==> src/rtl/zero_count_serial_pkg.sv <==
// Shared types and width helpers for the serial zero counter.
package zc_pkg;

  typedef enum logic [1:0] {
    IDLE  = 2'd0,
    SHIFT = 2'd1,
    DONE  = 2'd2
  } zc_state_t;

  // The count register must hold the value WIDTH itself (all-zero sample).
  function automatic int zc_cnt_w(input int width);
    return $clog2(width + 1);
  endfunction

  localparam int ZC_WIDTH = 8;
  localparam int ZC_LED_W = 8;

endpackage

==> src/rtl/zero_count_serial_thermo.sv <==
// Count-to-thermometer decoder: bit k lights when k is below the count.
// A count of 8 or more lights every LED.
module zc_thermo_decode
  import zc_pkg::*;
#(
  parameter int CNT_W = 4
) (
  input  logic [CNT_W-1:0]    count,
  output logic [ZC_LED_W-1:0] therm
);

  // Each LED compares its own position against the count.
  always_comb begin
    therm = '0;
    for (int k = 0; k < ZC_LED_W; k++) begin
      therm[k] = (int'(count) > k);
    end
  end

endmodule

==> src/rtl/zero_count_serial.sv <==
// Serial zero counter: accepts a sample over valid/ready, examines one bit
// per enabled clock, then offers the count to the consumer and latches an
// LED thermometer of that result.
module zero_count_serial
  import zc_pkg::*;
#(
  parameter  int WIDTH = ZC_WIDTH,
  localparam int CNT_W = zc_cnt_w(WIDTH)
) (
  input  logic                CLK,
  input  logic                RST,
  input  logic                enable,
  input  logic                in_valid,
  output logic                in_ready,
  input  logic [WIDTH-1:0]    number,
  output logic                out_valid,
  input  logic                out_ready,
  output logic [CNT_W-1:0]    zero_count,
  output logic [ZC_LED_W-1:0] led
);

  localparam logic [CNT_W-1:0] LAST_IDX = CNT_W'(WIDTH - 1);

  zc_state_t              state;
  logic [WIDTH-1:0]       shreg;
  logic [CNT_W-1:0]       idx;
  logic [CNT_W-1:0]       acc;
  logic [CNT_W-1:0]       acc_next;
  logic [ZC_LED_W-1:0]    led_next;

  // Accumulator value including the bit currently at the bottom of the shifter.
  always_comb begin
    acc_next = acc + {{(CNT_W-1){1'b0}}, ~shreg[0]};
  end

  zc_thermo_decode #(
    .CNT_W (CNT_W)
  ) u_thermo (
    .count (acc_next),
    .therm (led_next)
  );

  // Ready follows enable only while idle and held low while in reset.
  always_comb begin
    in_ready = (state == IDLE) && enable && RST;
  end

  // Control FSM with shifter, counters and registered result outputs.
  always_ff @(posedge CLK or negedge RST) begin
    if (!RST) begin
      state      <= IDLE;
      shreg      <= '0;
      idx        <= '0;
      acc        <= '0;
      out_valid  <= 1'b0;
      zero_count <= '0;
      led        <= '0;
    end else begin
      case (state)
        IDLE: begin
          if (enable && in_valid) begin
            shreg <= number;
            acc   <= '0;
            idx   <= '0;
            state <= SHIFT;
          end
        end
        SHIFT: begin
          if (enable) begin
            acc   <= acc_next;
            shreg <= shreg >> 1;
            idx   <= idx + CNT_W'(1);
            if (idx == LAST_IDX) begin
              zero_count <= acc_next;
              led        <= led_next;
              out_valid  <= 1'b1;
              state      <= DONE;
            end
          end
        end
        DONE: begin
          if (out_ready) begin
            out_valid <= 1'b0;
            state     <= IDLE;
          end
        end
        default: begin
          state <= IDLE;
        end
      endcase
    end
  end

endmodule

==> config.mk <==
export PLATFORM = sky130hd
export DESIGN_NAME = zero_count_serial
export DESIGN_NICKNAME = d
export VERILOG_FILES = /design/src/rtl/zero_count_serial_pkg.sv /design/src/rtl/zero_count_serial_thermo.sv /design/src/rtl/zero_count_serial.sv
export SDC_FILE = /design/constraint.sdc
export NUM_CORES = 1
export LEC_CHECK = 0
export CAP_MARGIN = 30
export CORE_MARGIN = 2
export CORE_UTILIZATION = 46
export DETAILED_ROUTE_END_ITERATION = 7
export PLACE_DENSITY = 0.74
export SLEW_MARGIN = 10
export SYNTH_ARGS = -nofsm -noshare
export SYNTH_HDL_FRONTEND = slang
export SYNTH_SLANG_ARGS = --single-unit
==> constraint.sdc <==
create_clock -name CLK -period 1.66 [get_ports CLK]
set_clock_uncertainty 0.1 [all_clocks]
set_input_delay 0.498 -clock CLK [delete_from_list [all_inputs] [get_ports CLK]]
set_output_delay 0.498 -clock CLK [all_outputs]
set_load 0.01 [all_outputs]
# Word level (Yosys, flattened, before mapping)
# Cells that the tools add are included.
[classes] eq_ne=7 shifts=0 n_mul=0 order_cmp=8 bitwise=1 muxes=17 add_sub_neg=2 n_reduce_logical=10 div_mod_pow=0
[op_table] op="$gt 4x3->1 const B" count=4
[op_table] op="$mux 8" count=2
[op_table] op="$pmux 4 s2" count=2
[op_table] op="$pmux 8 s2" count=1
[op_table] op="$mux 4" count=3
[op_table] op="$gt 4x1->1 const B" count=2
[op_table] op="$gt 4x2->1 const B" count=2
[op_table] op="$mux 2" count=4
[op_table] op="$reduce_and 4->1" count=2
[op_table] op="$ne 2x2->1 const B" count=3
[op_table] op="$pmux 2 s3" count=1
[op_table] op="$reduce_and 3->1" count=2
[op_table] op="$add 4x1->4" count=1
[op_table] op="$add 4x1->4 const B" count=1
[op_table] op="$eq 4x3->1 const B" count=1
[op_table] op="$reduce_bool 2->1" count=2
[op_table] op="$logic_and 1x1->1" count=3
[op_table] op="$mux 1" count=3
[op_table] op="$eq 2x1->1 const B" count=1
[op_table] op="$eq 2x2->1 const B" count=1
[op_table] op="$logic_not 2->1" count=1
[op_table] op="$ne 2x1->1 const B" count=1
[op_table] op="$pmux 1 s2" count=1
[op_table] op="$not 1->1" count=1
[word_totals] mem_bits_ro=0 regBits=31 latch_bits=0 in_bits=13 mem_count=0 ram_bits=0

# Longest topological paths before layout
[depth] ltp_word=4 mapped_depth=7 depth_no_buf=7

# Hierarchy
# A second synthesis with hierarchy kept.
[hier_totals] cells_unflattened=131 area_unflattened_um2=1544.0
[modules_own_cells] module="zero_count_serial" area_each_um2=1480.2 n_inst=1 cells_per_inst=122 seq_area_each_um2=775.7
[modules_own_cells] module="zc_thermo_decode" area_each_um2=63.8 n_inst=1 cells_per_inst=9 seq_area_each_um2=0.0

# Worst setup path before layout
# OpenSTA, ideal clock, no wires.
[synth_timing] path_type="input port to output port" start="in enable" end="out in_ready" path_buffers=0 path_slack_ns=-0.010 t_required_ns=1.062 stages=2 arrival_ns=1.072 path_cell_list="or2b_1 -> nor3b_1"
[synth_between] elab_chain_len=2
[synth_lines] item="start, declared" line="zero_count_serial.sv:12" text="input logic enable,"
[synth_lines] item="$logic_and 1x1->1 (2 in series)" line="zero_count_serial.sv:45" text="in_ready = (state == IDLE) && enable && RST;"
[synth_lines] item="end, declared" line="zero_count_serial.sv:14" text="output logic in_ready,"
# No other way between the ends.

# Worst setup path after layout
[layout_timing] start="reg state[1]" end="out in_ready"
[layout_between] elab_chain_len=3
[layout_lines] item="start, declared" line="zero_count_serial.sv:24" text="zc_state_t state;"
[layout_lines] item="start signal, assigned" line="zero_count_serial.sv:51" text="state <= IDLE;"
[layout_lines] item="start signal, assigned" line="zero_count_serial.sv:65" text="state <= SHIFT;"
[layout_lines] item="start signal, assigned" line="zero_count_serial.sv:77" text="state <= DONE;"
[layout_lines] item="$logic_not 2->1" line="zero_count_serial.sv:45"
[layout_lines] item="$logic_and 1x1->1 (2 in series)" line="zero_count_serial.sv:45"
# No other way between the ends.

==> results.py <==
metrics = {
    "drt": {
        "routed_wire_length_per_instance_um": 12.8,
        "dr.pass1.iters": 4,
        "finalWirelength_um": 3000,
        "via_per_inst": 5.17,
        "antenna_left": 0,
        "drt_iter0_drc": 22,
        "route.vias.total": 1209,
        "drcViolationCount": 0,
    },
    "synth": {
        "synth.distinct_cells": 34,
        "ys_seq_elements": 31,
        "synthArstFlopShare_pct": 100,
        "synth-seq-area-share_pct": 52.8,
        "syn_area_mm2": 0.00147,
        "synth.mux.area_fraction_pct": 7.07,
        "mappedNetlistNets": 160,
        "post_synthesis_xor_xnor_area_fraction_pct": 1.19,
        "synthAdderAreaFrac_pct": 2.56,
        "synth.top_cell.area_share_pct": 52.8,
        "netlist.top_cell.by_area": "dfrtp_1",
        "synth_edf_count": 0,
        "postSynthCellCount": 144,
        "yosys.area_share.simple_pct": 19.0,
        "postSynthAreaPerCell_um2": 10.2,
        "area_fraction_in_compound_gates_after_synthesis_pct": 14.6,
        "synth_top_flop_cell": "dfrtp_1",
        "netlist_top_cells_area": "dfrtp_1 53%, o21ai_0 5.5%, nand2_1 5.4%",
        "yosysWarningCount": 0,
        "synth_top_family_by_area": "simple AND/OR/NAND/NOR gates",
    },
    "critical_path": {
        "worstPathMaxFanout": 2,
        "worst_ep_required_time_ps": 1060,
        "path_cells": "or2b_1, nor3b_2, buf_2",
        "start_kind": "register",
        "cell_with_the_biggest_individual_delay_on_the_critical_path": "dfrtp_1",
        "slowest_delay_ps": 400,
        "worst_ep_arrival_ps": 1280,
        "critical_path.endpoint_type": "primary output",
        "critical_path_class": "reg2out",
    },
    "global_route": {
        "number_of_antenna_violations_at_the_first_check_in_global_routing": 0,
        "gr-usage-met3_pct": 3.84,
        "grt-busiest-layer": "met2",
        "grt_pass1_vias": 1151,
        "global_route.usage.met2_pct": 33.5,
        "grt_pass1_wl_um": 4910,
        "pin_count_of_the_biggest_net_entering_global_routing": 32,
        "grtUsageTotal_pct": 18.5,
        "grtUsageMet1_pct": 20.4,
        "overflow": 0,
    },
    "sta": {
        "grt_setup_unrepaired": "yes",
        "setup_viol_count_final": 1,
        "finalWorstSetupSlack_ps": -217,
        "worst_pin_slew_ps": 399,
        "fmax_ghz": 0.533,
        "maxSlewViolCount": 0,
        "totalNegativeSetupSlack_ps": -217,
        "final.period_utilization_pct": 113,
        "finalHoldViolations": 0,
        "finalCriticalPeriod_ps": 1880,
        "timing.slew.headroom_pct": 73.4,
    },
    "hold_path": {
        "hold_path_class": "in2async",
    },
    "final_layout": {
        "area.growth.synth_to_final_pct": 37.1,
        "fin_nets": 205,
        "filler_cell_count": 267,
        "antennaDiodeCount": 0,
        "drive_above_1_share_pct": 23.2,
    },
    "floorplanning": {
        "die-area_mm2": 0.00366,
        "fp.coreArea_mm2": 0.00305,
        "top_level_ports": 27,
        "chipWidth_um": 60.5,
        "dieHeight_um": 60.5,
        "rows": 20,
        "initial_utilization_pct": 48.1,
    },
    "clock_network": {
        "cts_hold_buf": 0,
        "cts.root.buffer_cell": "clkbuf_4",
        "cts_max_path_buffers": 2,
        "h-tree-depth": 2,
        "clock_latency_ps": 340,
        "path_clk_slew_ps": 100,
        "cts_tree": "built",
        "clock_sink_count": 31,
        "cts_inserted_buffers": 5,
    },
    "power_and_ir_drop": {
        "power.density_mw_per_mm2": 1620,
        "maximum_vdd_ir_drop_v": 0.000702,
        "total_leakage_power_nw": 0.999,
    },
    "run": {
        "max_cap_violations": 0,
    },
    "place": {
        "gpl.final_weighted_congestion": 0.740,
        "post-dp-hpwl_um": 2150,
        "io_buffers": 26,
        "dp_slack_ps": -887,
    },
    "run_status": {
        "status": "finished, violations left",
        "violations": "setup timing",
    },
}
==> cell type report <==
cell class	instances	area, um2	share of cell area, %
Timing Repair Buffer	44	384	19.1
Tap cell	44	55.1	2.73
Sequential cell	31	776	38.5
Clock buffer	8	68.8	3.42
Multi-Input combinational cell	106	727	36.1
Inverter	1	3.75	0.186
==> state kept, by name (all words and copies together), names as in the netlist <==
| signal | flops |
|---|---|
| acc | 4 |
| idx | 4 |
| state | 2 |
| zero_count | 4 |
| led | 8 |
| shreg | 8 |
| out_valid | 1 |
==> what timing repair did <==
action	in CTS	in global routing
setup buffers	0	1
pin swaps	2	4
setup endpoints to repair	26	11
gates resized for setup	22	11
==> stage by stage <==
step                power [W]  utilization [%]  hold slack [ps]  std cells  cell area [um2]
floorplan             0.00207                -              102        144             1470
global placement      0.00262             62.0              362        225             1890
detailed placement    0.00270             62.0              374        225             1890
CTS                   0.00313             63.9              281        233             1950
global route          0.00351             66.0              289        234             2010
finish                0.00326             66.0              264        234             2010
==> path summary, 6_finish.rpt <==
path                               start   endpoint  slack, ps  cells past startpoint
worst max register to register  shreg[0]     led[2]         80                      7
worst min-delay path                 RST     acc[3]        260                      2
max in group asynchronous            RST  out_valid        910                      2
min in group CLK                  led[7]     led[7]        390                      1
worst min register to register    led[7]     led[7]        390                      1
worst max-delay path            state[1]   in_ready       -220                      3
==> cells in the final DEF, fill, tap and decap left out, drive strengths merged, types with 3 or more instances in the layout <==
master         netlist  routed
nand3                4       4
mux2i                7       7
clkdlybuf4s50        0      10
clkbuf               0       8
buf                  6      19
nand2               21      21
dlygate4sd2          0      15
a31oi                6       6
ha                   3       3
nand2b               3       3
dfrtp               31      31
mux2                 3       3
a21oi                4       4
nor2                16      16
o21ai               19      19
==> per-layer routing <==
metal / vias to the layer above / routed length [um]
met5: - / 0
met4: 0 / 68
met3: 7 / 122
met2: 25 / 1560
met1: 586 / 1250
li1: 591 / -
==> kinds of logic (layout without fill, tap and decap cells) <==
logic type	after synthesis	after routing
simple gates	54	54
compound gates	37	37
flops	31	31
mux	10	10
buf+inv	7	53
fa+ha+maj	3	3
xor+xnor	2	2
==> power breakdown <==
group          internal, W  total (W)  switching (W)
sequential         0.00106    0.00129       0.000228
combinational     0.000740    0.00146       0.000720
clock             0.000249   0.000511       0.000262
==> cells in the mapped netlist (2+ instances only) <==
cell type  instances
nand3_1            4
o21a_1             2
mux2_2             3
nor2_1            15
xor2_1             2
nand2b_1           2
a21oi_1            4
ha_1               3
mux2i_1            7
buf_2              3
o22ai_1            2
o21ai_0           16
dfrtp_1           31
o21ai_1            3
nor2b_1            2
nand2_1           21
nor3_1             2
a31oi_1            6
==> worst max-delay path: cells and delay by family, from the launching register on <==
family	cells	cell delay, ps
and+or+nand+nor	2	400
DFF	1	400
buffers and inverters	1	150
Note: power is estimated with default switching activity, not from simulation.
